[config.mk]
export PLATFORM = sky130hd
export DESIGN_NAME = board_io_ctrl_flat
export DESIGN_NICKNAME = d
export VERILOG_FILES = /design/src/rtl/board_io_ctrl_if.sv /design/src/rtl/board_io_ctrl.sv /design/src/flat_wrapper.sv
export SDC_FILE = /design/constraint.sdc
export NUM_CORES = 1
export LEC_CHECK = 0
export CAP_MARGIN = 20
export CORE_UTILIZATION = 40
export DETAILED_ROUTE_END_ITERATION = 8
export GPL_ROUTABILITY_DRIVEN = 0
export GPL_TIMING_DRIVEN = 0
export PLACE_DENSITY = 0.68
export SLEW_MARGIN = 30
export SYNTH_ARGS = -nofsm -noshare
export SYNTH_HDL_FRONTEND = slang
export SYNTH_SLANG_ARGS = --single-unit
[constraint.sdc]
create_clock -name clk_i -period 2 [get_ports clk_i]
set_clock_uncertainty 0.15 [all_clocks]
set_input_delay 0.5 -clock clk_i [delete_from_list [all_inputs] [get_ports clk_i]]
set_output_delay 0.5 -clock clk_i [all_outputs]
set_load 0.01 [all_outputs]
[src/rtl/board_io_ctrl_if.sv]
// Single-cycle register port between the SoC bus and board_io_ctrl.
// The master issues req/we/addr/wdata; the slave returns ack/rdata one cycle later.
interface board_io_ctrl_if;
    logic        req_i;
    logic        we_i;
    logic [2:0]  addr_i;
    logic [31:0] wdata_i;
    logic        ack_o;
    logic [31:0] rdata_o;

    modport master (output req_i, we_i, addr_i, wdata_i, input  ack_o, rdata_o);
    modport slave  (input  req_i, we_i, addr_i, wdata_i, output ack_o, rdata_o);
endinterface

[src/rtl/board_io_ctrl.sv]
// Board I/O controller: synchronised/debounced buttons and switches, button-press interrupts,
// LED register. Optional LED brightness PWM when BOARD_IO_LED_PWM_EN is defined.
module board_io_deb #(
    parameter int DEB_CYCLES  = 100000,
    parameter int SYNC_STAGES = 2
) (
    input  logic clk_i,
    input  logic rst_i,
    input  logic i_raw,
    output logic o_stable,
    output logic o_rise
);
    localparam int CW = $clog2(DEB_CYCLES);
    localparam logic [CW-1:0] CNT_MAX = CW'(DEB_CYCLES - 1);

    logic [SYNC_STAGES-1:0] r_sync;
    logic [CW-1:0]          r_cnt;
    logic                   r_stable;
    logic                   w_s;

    assign w_s = r_sync[SYNC_STAGES-1];

    always_ff @(posedge clk_i) begin
        if (rst_i) begin
            r_sync   <= '0;
            r_cnt    <= '0;
            r_stable <= 1'b0;
        end else begin
            r_sync <= {r_sync[SYNC_STAGES-2:0], i_raw};
            if (w_s == r_stable) begin
                r_cnt <= '0;
            end else if (r_cnt == CNT_MAX) begin
                r_stable <= w_s;
                r_cnt    <= '0;
            end else begin
                r_cnt <= r_cnt + CW'(1);
            end
        end
    end

    assign o_stable = r_stable;
    // Pulses on the same edge that stable goes 0->1.
    assign o_rise   = w_s & ~r_stable & (r_cnt == CNT_MAX);
endmodule

module board_io_ctrl #(
    parameter int N_BTN       = 5,
    parameter int N_SW        = 16,
    parameter int N_LED       = 16,
    parameter int DEB_CYCLES  = 100000,
    parameter int SYNC_STAGES = 2
) (
    input  logic               clk_i,
    input  logic               rst_i,
    input  logic [N_BTN-1:0]   btn_i,
    input  logic [N_SW-1:0]    sw_i,
    output logic [N_LED-1:0]   led_o,
    output logic               irq_o,
    board_io_ctrl_if.slave     bus
);
    logic [N_BTN-1:0] w_btn_stable, w_btn_rise, w_w1c;
    logic [N_SW-1:0]  w_sw_stable, w_sw_rise_unused;
    logic [N_LED-1:0] r_led;
    logic [N_BTN-1:0] r_mask, r_pend;
    logic             r_ack, r_irq;
    logic [31:0]      r_rdata, w_rd;
    logic             w_wr, w_rd_en, w_unused;

    for (genvar g = 0; g < N_BTN; g++) begin : g_btn
        board_io_deb #(.DEB_CYCLES(DEB_CYCLES), .SYNC_STAGES(SYNC_STAGES)) u_deb (
            .clk_i(clk_i), .rst_i(rst_i), .i_raw(btn_i[g]),
            .o_stable(w_btn_stable[g]), .o_rise(w_btn_rise[g]));
    end
    for (genvar g = 0; g < N_SW; g++) begin : g_sw
        board_io_deb #(.DEB_CYCLES(DEB_CYCLES), .SYNC_STAGES(SYNC_STAGES)) u_deb (
            .clk_i(clk_i), .rst_i(rst_i), .i_raw(sw_i[g]),
            .o_stable(w_sw_stable[g]), .o_rise(w_sw_rise_unused[g]));
    end

    assign w_wr    = bus.req_i & bus.we_i;
    assign w_rd_en = bus.req_i & ~bus.we_i;
    assign w_w1c   = (w_wr && bus.addr_i == 3'd4) ? bus.wdata_i[N_BTN-1:0] : '0;

`ifdef BOARD_IO_LED_PWM_EN
    logic [7:0]       r_bright, r_pwm;
    logic [N_LED-1:0] r_led_q;

    always_ff @(posedge clk_i) begin
        if (rst_i) begin
            r_bright <= 8'hFF;
            r_pwm    <= 8'h00;
            r_led_q  <= '0;
        end else begin
            if (w_wr && bus.addr_i == 3'd5) r_bright <= bus.wdata_i[7:0];
            r_pwm   <= r_pwm + 8'd1;
            r_led_q <= r_led & {N_LED{r_pwm < r_bright}};
        end
    end
    assign led_o = r_led_q;
`else
    assign led_o = r_led;
`endif

    always_comb begin
        w_rd = '0;
        case (bus.addr_i)
            3'd0: w_rd[N_SW-1:0]  = w_sw_stable;
            3'd1: w_rd[N_BTN-1:0] = w_btn_stable;
            3'd2: w_rd[N_LED-1:0] = r_led;
            3'd3: w_rd[N_BTN-1:0] = r_mask;
            3'd4: w_rd[N_BTN-1:0] = r_pend;
`ifdef BOARD_IO_LED_PWM_EN
            3'd5: w_rd[7:0]       = r_bright;
`endif
            default: w_rd = '0;
        endcase
    end

    always_ff @(posedge clk_i) begin
        if (rst_i) begin
            r_led   <= '0;
            r_mask  <= '0;
            r_pend  <= '0;
            r_ack   <= 1'b0;
            r_rdata <= '0;
            r_irq   <= 1'b0;
        end else begin
            if (w_wr && bus.addr_i == 3'd2) r_led  <= bus.wdata_i[N_LED-1:0];
            if (w_wr && bus.addr_i == 3'd3) r_mask <= bus.wdata_i[N_BTN-1:0];
            // A press landing with a W1C of the same bit keeps the bit set.
            r_pend  <= (r_pend & ~w_w1c) | w_btn_rise;
            r_ack   <= bus.req_i;
            r_rdata <= w_rd_en ? w_rd : 32'd0;
            r_irq   <= |(r_pend & r_mask);
        end
    end

    assign bus.ack_o   = r_ack;
    assign bus.rdata_o = r_rdata;
    assign irq_o       = r_irq;
    assign w_unused    = ^{bus.wdata_i, w_sw_rise_unused};
endmodule

[src/flat_wrapper.sv]
// flat-port wrapper written by rule: the top's interface ports become plain ports
module board_io_ctrl_flat 
#(
    parameter int N_BTN       = 5,
    parameter int N_SW        = 16,
    parameter int N_LED       = 16,
    parameter int DEB_CYCLES  = 100000,
    parameter int SYNC_STAGES = 2
)
  (clk_i, rst_i, btn_i, sw_i, led_o, irq_o, bus_req_i, bus_we_i, bus_addr_i, bus_wdata_i, bus_ack_o, bus_rdata_o);
  board_io_ctrl_if bus_i ();
  input  logic clk_i;
  input  logic rst_i;
  input  logic [N_BTN-1:0] btn_i;
  input  logic [N_SW-1:0] sw_i;
  output logic [N_LED-1:0] led_o;
  output logic irq_o;
  input wire logic [$bits(bus_i.req_i)-1:0] bus_req_i;
  input wire logic [$bits(bus_i.we_i)-1:0] bus_we_i;
  input wire logic [$bits(bus_i.addr_i)-1:0] bus_addr_i;
  input wire logic [$bits(bus_i.wdata_i)-1:0] bus_wdata_i;
  output wire logic [$bits(bus_i.ack_o)-1:0] bus_ack_o;
  output wire logic [$bits(bus_i.rdata_o)-1:0] bus_rdata_o;
  assign bus_i.req_i = bus_req_i;
  assign bus_i.we_i = bus_we_i;
  assign bus_i.addr_i = bus_addr_i;
  assign bus_i.wdata_i = bus_wdata_i;
  assign bus_ack_o = bus_i.ack_o;
  assign bus_rdata_o = bus_i.rdata_o;
  board_io_ctrl #(.N_BTN(N_BTN), .N_SW(N_SW), .N_LED(N_LED), .DEB_CYCLES(DEB_CYCLES), .SYNC_STAGES(SYNC_STAGES)) u_core (.clk_i(clk_i), .rst_i(rst_i), .btn_i(btn_i), .sw_i(sw_i), .led_o(led_o), .irq_o(irq_o), .bus(bus_i));
endmodule
; ---- After elaboration in Yosys (flattened, before gate mapping)
; Index checks and enable logic that the tools add are counted.
[op_classes]
bitwise_logic = 44
n_eq_ne = 46
add_sub_neg = 21
reduce_logical = 48
muxes = 3
[ops]
columns = cell, count
row1 = $add 17x1->17 const B, 21
row2 = $eq 17x17->1 const B, 21
row3 = $reduce_or 3->1, 21
row4 = $reduce_and 2->1, 21
row5 = $not 1->1, 28
row6 = $pmux 5 s5, 1
row7 = $pmux 11 s2, 1
row8 = $eq 1x1->1, 21
row9 = $and 1x1->1, 12
row10 = $and 5x5->5, 2
row11 = $eq 3x2->1 const B, 2
row12 = $mux 5, 1
row13 = $not 5->5, 1
row14 = $or 5x5->5, 1
row15 = $reduce_or 5->1, 1
row16 = $eq 3x1->1 const B, 1
row17 = $eq 3x3->1 const B, 1
row18 = $logic_and 1x1->1, 3
row19 = $logic_not 3->1, 1
row20 = $reduce_or 2->1, 1
[totals]
word_cells = 232
output_inout_bits = 50
inputBits = 60
regBits = 480

; ---- Depth between registers and ports, before layout
[logic_depth]
depth_word = 6
ltp_mapped = 8
mapped_depth_nobuf = 6

; ---- Modules after synthesis
; From an unflattened synthesis, not the netlist that was laid out.
[unflattened]
cells_unflattened = 2275
area_unflattened_um2 = 21023.9
[by_module_without_submodules]
columns = mod, n_inst, seq_area_each_um2, cells_per_inst, area_per_inst_um2
row1 = board_io_deb at u_core.g_btn[0].u_deb ..., 20, 400.4, 97, 903.4
row2 = board_io_ctrl, 1, 880.8, 233, 2033.2
row3 = board_io_deb at u_core.g_sw[9].u_deb, 1, 400.4, 102, 923.4

; ---- Worst setup path before layout
; OpenSTA, ideal clock, no wires.
[synth_timing]
path_kind = reg-to-reg
start = reg u_core.g_sw[6].u_deb.r_cnt[0]
end = reg u_core.g_sw[6].u_deb.r_cnt[16]
setup_time_ps = 115
arrival_ps = 1721
required_ps = 1735
stages_incl_launch_ff = 8
path_slack_ps = 14
path_buffers = 2
synth_period_minus_slack_ps = 1986
cell_sequence = dfxtp_1 -> ha_1 -> buf_2 -> nand2_1 -> or4_1 -> o21ai_4 -> buf_4 -> nor2_1
[synth_via]
elab_chain_cells = 2
elab_cells_between_ends = 3
cone_classes = add/sub: 1 / eq/ne: 1 / reduce/logical: 1
[synth_lines]
columns = item, line
row1 = start: declaration, board_io_ctrl.sv:17  ; logic [CW-1:0] r_cnt;
row2 = start signal: assignment, board_io_ctrl.sv:36  ; r_cnt <= r_cnt + CW'(1);
row3 = "parallel branches: the longest is 2 deep, another holds $add 17x1->17", n/a
; Several ways; the timed one is not identified.
; A chain may end at the register's enable or synchronous reset.

; ---- Worst setup path after layout
[layout_timing]
start = reg u_core.r_led[4], in the netlist u_core.led_o[4]
end = out led_o[4]
[layout_lines]
columns = item, line
row1 = start: declaration, board_io_ctrl.sv:63  ; logic [N_LED-1:0] r_led;
row2 = start signal: assignment, board_io_ctrl.sv:128  ; if (w_wr && bus.addr_i == 3'd2) r_led <= bus.wdata_i[N_LED-1:0];
row3 = end: declaration, flat_wrapper.sv:16  ; output logic [N_LED-1:0] led_o;
; No word-level cell between the ends.

==> impl_metrics.tcl <==
set metrics [dict create \
    core_mm2 0.0494 \
    min_period_ps 1960 \
    path_delay_family "buffers and inverters" \
    synth-edff-count 0 \
    power.switching_mw 4.10 \
    die_x_um 226 \
    hold_depth 2 \
    grt_setup_unrepaired "yes" \
    routed_via_density 5.26 \
    nFillCells 4552 \
    critical_path.max_stage_delay_ps 370 \
    num_vias 16500 \
    drt_iter0_drc 1033 \
    cp_data_arrival_time_ps 1310 \
    critPathCaptureType "output pin" \
    cts_made_buffers 49 \
    crit_chain "clkdlybuf4s15_1" \
    die_area_mm2 0.0513 \
    syn_area_mm2 0.0201 \
    clockBufferDepth 3 \
    hp-start "rst_i" \
    finalSetupViolCount 0 \
    crit_start "u_core.led_o[4]" \
    synth_flop_cell "dfxtp_1" \
    power_frac_comb_pct 2.5 \
    grt_pass1_wl_um 75000 \
    synth_cell_types 62 \
    internal_power_mw 15.1 \
    dpl_cell_area_mm2 0.0218 \
    rrSetupSlack_ps 50 \
    maxCapViolations 0 \
    slew_headroom_pct 42.7 \
    fin_nets 2525 \
    total_power_mw 19.2 \
    multiInputGateArea_mm2 0.0104 \
    hold_path_end "u_core.bus.ack_o" \
    p_leak_nw 7.66 \
    synth.largest_area_cell "dfxtp_1" \
    synth_area_leaders "dfxtp_1 46%, xnor2_1 8.1%, nor2_1 7.2%" \
    fin_setup_tns_ps 0 \
    crit_path_start_kind "register" \
    pwr-share-clk_pct 48.8 \
    insertion_delay_ps 590 \
    clkSinkCount 464 \
    hp-class "input pin to register" \
    ys_async_sr_fraction_pct 0 \
    yosysSeqAreaShare_pct 46.1 \
    reg2reg_from "u_core.g_sw[0].u_deb.r_cnt[14]" \
    first_pass_iters 5 \
    die_h_um 226 \
    synth_commonest_cells "464 x dfxtp_1, 389 x nor2_1, 186 x xnor2_1, 164 x nand3_1, 120 x nand4_1" \
    power_density_mw_per_mm2 797 \
    wirelength_um 46600 \
    drive_gt1_share_pct 11.0 \
    critPathKind "register to output pin" \
    fin_area_mm2 0.0240 \
    regArea_mm2 0.00933 \
    ios 110 \
    cts_tree "done" \
    slowest_stage "clkdlybuf4s15_1" \
    dp_hpwl_um 32300 \
    ys_warn_count 0 \
    synth_area_per_cell_um2 8.86 \
    pre_cts_ws_ps -1420 \
    pwr-share-seq_pct 48.7 \
    fp-row-count 81 \
    power_switching_share_pct 21.4 \
    initial_core_util_pct 40.8 \
    clk_pin_slew_ps 60 \
    ff2ff_path_depth 6 \
    yosysTopAreaCellShare_pct 46.1 \
    hold_viol 0 \
    ys_ff_latch 464 \
    root_buffer "clkbuf_16" \
    routedWlPerCell_um 14.8 \
    grt_pass1_vias 15300 \
    antenna_left 0 \
    setup_ws_ps 35.1 \
    synth.most_common_cell "dfxtp_1" \
    ir_drop_mv 0.488 \
    grt_max_degree 18 \
    crit_buf_inv 1 \
    post-route-util_pct 48.7 \
    antenna_found_initial 3 \
    cp.required_ps 1350 \
    path_max_fanout 3 \
    synthCells 2273 \
    track_usage_pct 17.9 \
    drc_errors 0 \
    max_freq_mhz 509 \
    slew_viol_final 0 \
    tightest_slew_ps 859 \
    htreeDepth 2 \
    r2r_end "u_core.g_sw[0].u_deb.r_cnt[7]" \
    fin_crit_sh_pct 98.2 \
    area_growth_pct 19.4 \
    status "finished, final reports clean" \
    portBuffers 73 \
    grt_overflow 0 \
    antenna_cells 0 \
]
## layout by cell type (no fill, tap or decap), drive strengths merged, types with 14 or more instances in the layout
cell,instances
dfxtp,464
nor2,389
xnor2,186
nand3,164
nand4,120
clkbuf,115
nand2,113
xor2,111
nor4,90
buf,77
inv,74
a21oi,59
nor3,51
nor2b,44
or3,40
clkdlybuf4s50,38
dlygate4sd2,30
and4,29
o21ai,26
ha,26
and3,23
or4,22
nor4bb,21
mux2i,21
a22oi,21
conb,16
clkinv,14
## power by group through the flow
stage	Sequential (mW)	Combinational [mW]	Clock [mW]
after floorplan	9.53	0.231	0
after global placement	9.54	0.441	0
after detailed placement	9.55	0.443	0
after CTS	9.34	0.457	9.53
after global routing	9.34	0.522	9.92
final	9.34	0.484	9.35
## per-layer routing
| metal | track usage [%] | routed length [um] | vias to the layer above |
|---|---|---|---|
| met2 | 28.9 | 21200 | 392 |
| met3 | 3.90 | 2710 | 98 |
| met4 | 6.23 | 1340 | 6 |
| met1 | 23.5 | 21300 | 7789 |
| li1 | - | - | 8249 |
| met5 | 0 | 37 | - |
## cell families (layout without fill, tap and decap cells)
family / after synthesis / in the layout / synth area share [%]
and+or+nand+nor: 1153 / 1153 / 30.0
DFF: 464 / 464 / 46.1
xor gates and xnor gates: 297 / 297 / 12.9
buffers and inverters: 170 / 359 / 3.92
AOI/OAI and AO/OA: 139 / 139 / 4.30
adders and majority gates: 26 / 26 / 1.61
muxes: 23 / 23 / 1.16
other: 1 / 16 / 0.0186
## through the flow
| step | hold WS (ps) | instances |
|---|---|---|
| finish | 238 | 3141 |
| global route | 232 | 3141 |
| CTS | 212 | 3121 |
| detailed placement | 275 | 3025 |
| global placement | 273 | 3025 |
| floorplan | 264 | 2288 |
## registers in the layout, summed over array words and instances (netlist names)
name / count
u_core.irq_o: 1
u_core.g_btn.u_deb.r_cnt: 85
u_core.g_sw.u_deb.r_sync: 32
u_core.r_pend: 5
u_core.led_o: 16
u_core.bus.rdata_o: 16
u_core.g_sw.u_deb.o_stable: 16
u_core.g_sw.u_deb.r_cnt: 272
u_core.r_mask: 5
u_core.bus.ack_o: 1
u_core.g_btn.u_deb.o_stable: 5
u_core.g_btn.u_deb.r_sync: 10
## repair_timing
item / CTS / global route
hold buffers: 0 / 0
resized for setup: 90 / 82
pin swaps: 14 / 16
cloned: 0 / 2
setup buffers: 14 / 23
setup endpoints to repair: 375 / 247
## how the worst max path moves through the flow
stage                                     end  cells past startpoint
3_3_place_gp   u_core.g_sw[11].u_deb.o_stable                      5
5_1_grt         u_core.g_sw[9].u_deb.r_cnt[7]                      6
4_1_cts        u_core.g_sw[10].u_deb.r_cnt[9]                      6
2_1_floorplan  u_core.g_sw[6].u_deb.r_cnt[16]                      7
3_5_place_dp   u_core.g_sw[11].u_deb.o_stable                      5
6_report                             led_o[4]                      1
## area by class of cell
class / instances / area share [%]
plain buffers: 86 / 2.29
multi-input cells: 1654 / 43.2
clock inverters: 23 / 1.08
inverters: 72 / 1.12
flip-flops and latches: 464 / 38.8
well taps: 664 / 3.45
clock buffers: 66 / 5.83
repair buffers: 112 / 4.24
(Power assumes the default switching activity.)
